$ cat config.mk
export PLATFORM = sky130hd
export DESIGN_NAME = ippcrc_crc32_eng_flat
export DESIGN_NICKNAME = d
export VERILOG_FILES = /design/src/rtl/ippcrc_pkg.sv /design/src/rtl/ippcrc_crc32_eng_if.sv /design/src/rtl/ippcrc_crc32_120b.sv /design/src/rtl/ippcrc_crc32_eng.sv /design/src/flat_wrapper.sv
export SDC_FILE = /design/constraint.sdc
export NUM_CORES = 1
export LEC_CHECK = 0
export ABC_CLOCK_PERIOD_IN_PS = 32900
export CORE_MARGIN = 4
export CORE_UTILIZATION = 51
export CTS_BUF_LIST = sky130_fd_sc_hd__clkbuf_4 sky130_fd_sc_hd__clkbuf_8
export DETAILED_ROUTE_END_ITERATION = 16
export PLACE_DENSITY = 0.71
export RECOVER_POWER = 25
export SLEW_MARGIN = 5
export SYNTH_ARGS = -nofsm -noshare
export SYNTH_HDL_FRONTEND = slang
export SYNTH_SLANG_ARGS = --single-unit
$ cat constraint.sdc
create_clock -name clk -period 32.9 [get_ports clk]
set_clock_uncertainty 0.2 [all_clocks]
set_input_delay 4.935 -clock clk [delete_from_list [all_inputs] [get_ports clk]]
set_output_delay 4.935 -clock clk [all_outputs]
set_load 0.02 [all_outputs]
$ cat src/rtl/ippcrc_pkg.sv
// Shared CRC-32 constants, FSM state type, debug view and byte-step helpers
// for the 120-bit word CRC engine.
package ippcrc_pkg;

   localparam logic [31:0] CRC_POLY    = 32'h04C11DB7;
   localparam logic [31:0] CRC_RESIDUE = 32'hC704DD7B;
   localparam int          WORD_BYTES  = 15;

   typedef enum logic [1:0] {
      IDLE = 2'd0,
      RUN  = 2'd1,
      TAIL = 2'd2
   } state_e;

   typedef struct packed {
      state_e      state;
      logic [31:0] crc;
      logic [3:0]  tail_cnt;
   } dbg_t;

   // MSB-first, non-reflected: data bit 7 enters the shift register first.
   function automatic logic [31:0] crc32_step8(input logic [31:0] crc, input logic [7:0] data);
      logic [31:0] c;
      c = crc;
      for (int i = 7; i >= 0; i--) begin
         if (c[31] ^ data[i]) c = {c[30:0], 1'b0} ^ CRC_POLY;
         else                 c = {c[30:0], 1'b0};
      end
      return c;
   endfunction

   // A bus lane carries byte bit 7 in its lowest bit position.
   function automatic logic [7:0] lane_byte(input logic [7:0] lane);
      logic [7:0] b;
      b = '0;
      for (int i = 0; i < 8; i++) b[7-i] = lane[i];
      return b;
   endfunction

endpackage

$ cat src/rtl/ippcrc_crc32_eng_if.sv
// Word stream into the CRC engine and the CRC result back out.
interface ippcrc_crc32_eng_if;

   // A word transfers on a rising edge where i_vld & o_rdy; i_sop/i_eop/i_nbyte/i_dat
   // are only meaningful while i_vld is high. Results are a one-cycle o_crc_vld pulse
   // with o_crc/o_crc_ok held until the next pulse; there is no back-pressure on them.
   logic         i_vld;
   logic         i_sop;
   logic         i_eop;
   logic [3:0]   i_nbyte;
   logic [119:0] i_dat;
   logic         o_rdy;
   logic         o_crc_vld;
   logic [31:0]  o_crc;
   logic         o_crc_ok;

   modport master (
      output i_vld, i_sop, i_eop, i_nbyte, i_dat,
      input  o_rdy, o_crc_vld, o_crc, o_crc_ok
   );

   modport slave (
      input  i_vld, i_sop, i_eop, i_nbyte, i_dat,
      output o_rdy, o_crc_vld, o_crc, o_crc_ok
   );

endinterface

$ cat src/rtl/ippcrc_crc32_120b.sv
// Combinational CRC-32 update over a full 15-byte word, byte 0 first.
module ippcrc_crc32_120b
   import ippcrc_pkg::*;
(
   input  logic [31:0]  ci,
   input  logic [119:0] di,
   output logic [31:0]  co
);

   always_comb begin
      co = ci;
      for (int k = 0; k < WORD_BYTES; k++) begin
         co = crc32_step8(co, lane_byte(di[8*k +: 8]));
      end
   end

endmodule

$ cat src/rtl/ippcrc_crc32_eng.sv
// Packet CRC-32 engine: full words update in one cycle, a short last word is
// finished one byte per cycle while input is held off.
module ippcrc_crc32_eng
   import ippcrc_pkg::*;
#(
   parameter logic [31:0] CRC_INIT   = 32'hFFFFFFFF,
   parameter logic [31:0] CRC_XOROUT = 32'hFFFFFFFF
) (
   input  logic               clk,
   input  logic               rst_,
   ippcrc_crc32_eng_if.slave  bus,
   output dbg_t               dbg
);

   state_e       state_q, state_n;
   logic [31:0]  crc_q, crc_n;
   logic [119:0] tail_q, tail_n;
   logic [3:0]   cnt_q, cnt_n;
   logic [31:0]  base, word_crc, tail_crc;
   logic [3:0]   n_eff;
   logic         accept;
   logic         done;
   logic         crc_vld_q;
   logic [31:0]  crc_out_q;
   logic         crc_ok_q;

   assign bus.o_rdy = (state_q != TAIL);
   assign accept    = bus.i_vld & bus.o_rdy;
   assign n_eff     = (bus.i_nbyte == 4'd0) ? 4'd15 : bus.i_nbyte;
   assign base      = bus.i_sop ? CRC_INIT : crc_q;
   assign tail_crc  = crc32_step8(crc_q, lane_byte(tail_q[7:0]));

   ippcrc_crc32_120b u_word (
      .ci (base),
      .di (bus.i_dat),
      .co (word_crc)
   );

   always_comb begin
      state_n = state_q;
      crc_n   = crc_q;
      tail_n  = tail_q;
      cnt_n   = cnt_q;
      done    = 1'b0;
      case (state_q)
         IDLE, RUN: begin
            // Words without sop are dropped in IDLE; sop in RUN restarts the packet.
            if (accept && (bus.i_sop || state_q == RUN)) begin
               if (!bus.i_eop) begin
                  crc_n   = word_crc;
                  state_n = RUN;
               end else if (n_eff == 4'd15) begin
                  crc_n   = word_crc;
                  done    = 1'b1;
                  state_n = IDLE;
               end else begin
                  crc_n   = base;
                  tail_n  = bus.i_dat;
                  cnt_n   = n_eff;
                  state_n = TAIL;
               end
            end
         end
         TAIL: begin
            crc_n  = tail_crc;
            tail_n = {8'h00, tail_q[119:8]};
            cnt_n  = cnt_q - 4'd1;
            if (cnt_q == 4'd1) begin
               done    = 1'b1;
               state_n = IDLE;
            end
         end
         default: state_n = IDLE;
      endcase
   end

   always_ff @(posedge clk) begin
      if (!rst_) begin
         state_q   <= IDLE;
         crc_q     <= CRC_INIT;
         tail_q    <= '0;
         cnt_q     <= '0;
         crc_vld_q <= 1'b0;
         crc_out_q <= '0;
         crc_ok_q  <= 1'b0;
      end else begin
         state_q   <= state_n;
         crc_q     <= crc_n;
         tail_q    <= tail_n;
         cnt_q     <= cnt_n;
         crc_vld_q <= done;
         if (done) begin
            crc_out_q <= crc_n ^ CRC_XOROUT;
            crc_ok_q  <= (crc_n == CRC_RESIDUE);
         end
      end
   end

   assign bus.o_crc_vld = crc_vld_q;
   assign bus.o_crc     = crc_out_q;
   assign bus.o_crc_ok  = crc_ok_q;
   assign dbg           = '{state: state_q, crc: crc_q, tail_cnt: cnt_q};

endmodule

$ cat src/flat_wrapper.sv
// flat-port wrapper written by rule: the top's interface ports become plain ports
module ippcrc_crc32_eng_flat import ippcrc_pkg::*;
#(
   parameter logic [31:0] CRC_INIT   = 32'hFFFFFFFF,
   parameter logic [31:0] CRC_XOROUT = 32'hFFFFFFFF
)
  (clk, rst_, dbg, bus_i_vld, bus_i_sop, bus_i_eop, bus_i_nbyte, bus_i_dat, bus_o_rdy, bus_o_crc_vld, bus_o_crc, bus_o_crc_ok);
  ippcrc_crc32_eng_if bus_i ();
  input  logic clk;
  input  logic rst_;
  output dbg_t dbg;
  input wire logic [$bits(bus_i.i_vld)-1:0] bus_i_vld;
  input wire logic [$bits(bus_i.i_sop)-1:0] bus_i_sop;
  input wire logic [$bits(bus_i.i_eop)-1:0] bus_i_eop;
  input wire logic [$bits(bus_i.i_nbyte)-1:0] bus_i_nbyte;
  input wire logic [$bits(bus_i.i_dat)-1:0] bus_i_dat;
  output wire logic [$bits(bus_i.o_rdy)-1:0] bus_o_rdy;
  output wire logic [$bits(bus_i.o_crc_vld)-1:0] bus_o_crc_vld;
  output wire logic [$bits(bus_i.o_crc)-1:0] bus_o_crc;
  output wire logic [$bits(bus_i.o_crc_ok)-1:0] bus_o_crc_ok;
  assign bus_i.i_vld = bus_i_vld;
  assign bus_i.i_sop = bus_i_sop;
  assign bus_i.i_eop = bus_i_eop;
  assign bus_i.i_nbyte = bus_i_nbyte;
  assign bus_i.i_dat = bus_i_dat;
  assign bus_o_rdy = bus_i.o_rdy;
  assign bus_o_crc_vld = bus_i.o_crc_vld;
  assign bus_o_crc = bus_i.o_crc;
  assign bus_o_crc_ok = bus_i.o_crc_ok;
  ippcrc_crc32_eng #(.CRC_INIT(CRC_INIT), .CRC_XOROUT(CRC_XOROUT)) u_core (.clk(clk), .rst_(rst_), .bus(bus_i), .dbg(dbg));
endmodule
==> flow_summary.ini <==
[critical_path]
reg2reg_from = u_core.crc_q[19]
worst_ep_required_time_ns = 33.21
slowest_delay_ns = 0.72
rrSetupSlack_ns = 19.34
cp.arrival_ns = 18.48
r2r-end = u_core.bus.o_crc_ok
path_class = input pin to flip-flop
r2r_cells = 27
cpMostUsedCell = xnor3_1
crit_path_end_kind = flip-flop
worstSetupStartpoint = bus_i_sop
start_kind = input pin
slowest_stage = xnor3_1
cp_max_fo = 43

[clocking]
clk_path_buf_depth = 2
cts.clk_slew.worst_paths_ns = 0.12
clkSinkCount = 192
postCtsHoldBufs = 0
numCtsBuffers = 17
cts_tree = done
postCtsSetupBuffers = 0
root_buffer = clkbuf_8
htree_levels = 4
cts_resized = 0
worstSkewPairLatency_ns = 0.60

[drt]
wl_met3_um = 6275
first_pass_iters = 6
drc = 0
post_drt_wl_per_cell_um = 25.09
num_vias = 17570
antenna_left = 0
top_layer = met5
met2_length_um = 36360
met1_length_um = 31790
wl_um = 76040
via_per_inst = 5.797
drtIter0Drc = 1708

[synth]
yosys.area.top_type_share = 0.2675
synth_top_flop_cell = dfxtp_1
synth_commonest_cells = xnor2_1 (474), nand2_1 (303), xnor3_1 (296)
synth-seq-cells = 192
yosys-top-cells-area = xnor3_1 (27%), xnor2_1 (17%), dfxtp_1 (15%), xor2_1 (5.8%), xor3_1 (5.1%)
synthMostInstantiatedCell = xnor2_1
yosysUniqueCellTypes = 58
async_reset_ff_frac = 0
synth_fp_nets = 2418
syn-instance-count = 2287
synth_top_area_cell = xnor3_1
synth-seq-area-share = 0.1542
synth-edff-count = 0
ys_warn_count = 0
synth_area_per_cell_um2 = 10.90
syn_area_um2 = 24920

[placement]
numPortBuffers = 201
place_inst = 2996
gp_congestion = 1.002
hpwl_um = 60540

[timing]
final.setup.tns_ns = 0
rsz0062_at_grt = false
fin_crit_ns = 18.17
max_slew.worst_pin.slew_ns = 2.995
finalMaxSlewViolations = 63
fin_crit_sh = 0.5523
setup_viol = 0
fmax_mhz = 55.03
slew-limit-headroom = -0.9969
finalHoldViolCount = 0

[min_path]
hp-start = u_core.bus.o_crc[20]
min_to = u_core.bus.o_crc[20]
hold_path_depth = 2
hold_class = flip-flop to flip-flop

[global_routing]
gr-total-overflow = 0
antenna_found_initial = 4
grt_pass1_vias = 17510
grt_max_degree = 170
grt_pass1_wl_um = 113500
track_usage = 0.2847

[flow_run]
maxCapViolations = 1

[die]
io_pins = 202
die_h_um = 229.1
row_count = 80
dieArea_um2 = 52460
core_region_area_um2 = 48050
die_w_um = 229.1
start_util = 0.5187

[status]
status = finished with violations
violations = capacitance limit, slew limit

[cells_and_area]
drive_gt1_frac = 0.08040
layout.nets = 2531
area_growth_pct = 11.18
fin_cells = 3030
==> layer usage <==
metal,GRT usage,vias up
li1,-,8008
met1,0.3938,8655
met2,0.4666,810
met3,0.05492,88
met4,0.06714,4
met5,0,-
==> cells in the final DEF, fill, tap and decap left out, drive strengths merged, types with 3 or more instances in the layout <==
master,count
clkdlybuf4s50,136
clkbuf,18
a311oi,111
inv,16
xor2,188
mux2i,4
xnor2,532
nand2,303
o22ai,4
xnor3,335
nand3,6
a211oi,7
nand4,3
a21oi,48
a221o,6
dfxtp,192
o21ai,38
nand2b,8
nor2b,4
or2,4
nor2,226
clkinv,6
buf,14
xor3,62
dlygate4sd3,65
a31oi,3
o211ai,11
nor3,37
==> sequential cells by signal, indices dropped and copies added, names as in the netlist <==
name,count
u_core.bus.o_crc_ok,1
u_core.bus.o_crc,32
u_core.crc_q,32
u_core.cnt_q,4
u_core.bus.o_crc_vld,1
u_core.state_q,2
u_core.tail_q,120
==> layout make-up <==
class,instances,area (um2)
antenna,2,5.005
clock buffer,17,234.0
clock inverter,15,172.7
fill,4049,20340
inverter,8,37.54
multi-input combinational,1965,20510
sequential,192,3845
tap,615,769.5
timing repair buffer,216,2133
==> per-stage QoR <==
step                      cell area (um2)  utilization  worst slack (ns)  hold slack, ns
final                               27710       0.5766             14.73          0.2579
after global routing                27710       0.5766             14.18          0.2879
after CTS                           27700       0.5766             14.84          0.2649
after detailed placement            27300       0.5682             14.23          0.2498
after global placement              27300       0.5682             14.39          0.2450
after floorplan                     24920            -             17.18          0.2367
==> cells by family (layout without fill, tap and decap cells) <==
group | after synthesis | count (layout) | synth area share
xor+xnor | 1117 | 1117 | 0.6519
mux | 5 | 5 | 0.002059
buf+inv | 130 | 256 | 0.02350
flops | 192 | 192 | 0.1542
simple gates | 602 | 602 | 0.09735
other cells | 0 | 2 | 0
fa+ha+maj | 2 | 2 | 0.001004
compound gates | 239 | 239 | 0.06999
==> how the worst max path moves through the flow <==
stage                                to  slack (ns)  cells past startpoint
detailed placement  u_core.bus.o_crc_ok       14.23                     29
global route        u_core.bus.o_crc_ok       14.18                     29
CTS                 u_core.bus.o_crc_ok       14.84                     29
finish              u_core.bus.o_crc_ok       14.73                     29
global placement    u_core.bus.o_crc_ok       14.39                     29
floorplan           u_core.bus.o_crc_ok       17.18                     28
==> critical path: cells and delay by family <==
kind	cells	cell delay (ns)
xor gates and xnor gates	22	10.98
and+or+nand+nor	3	0.94
buffers and inverters	2	0.83
AOI/OAI and AO/OA	2	0.73
Power is left out: the tool's default activity adds up to more than one toggle a clock period on the data nets, which glitch-free logic cannot reach.
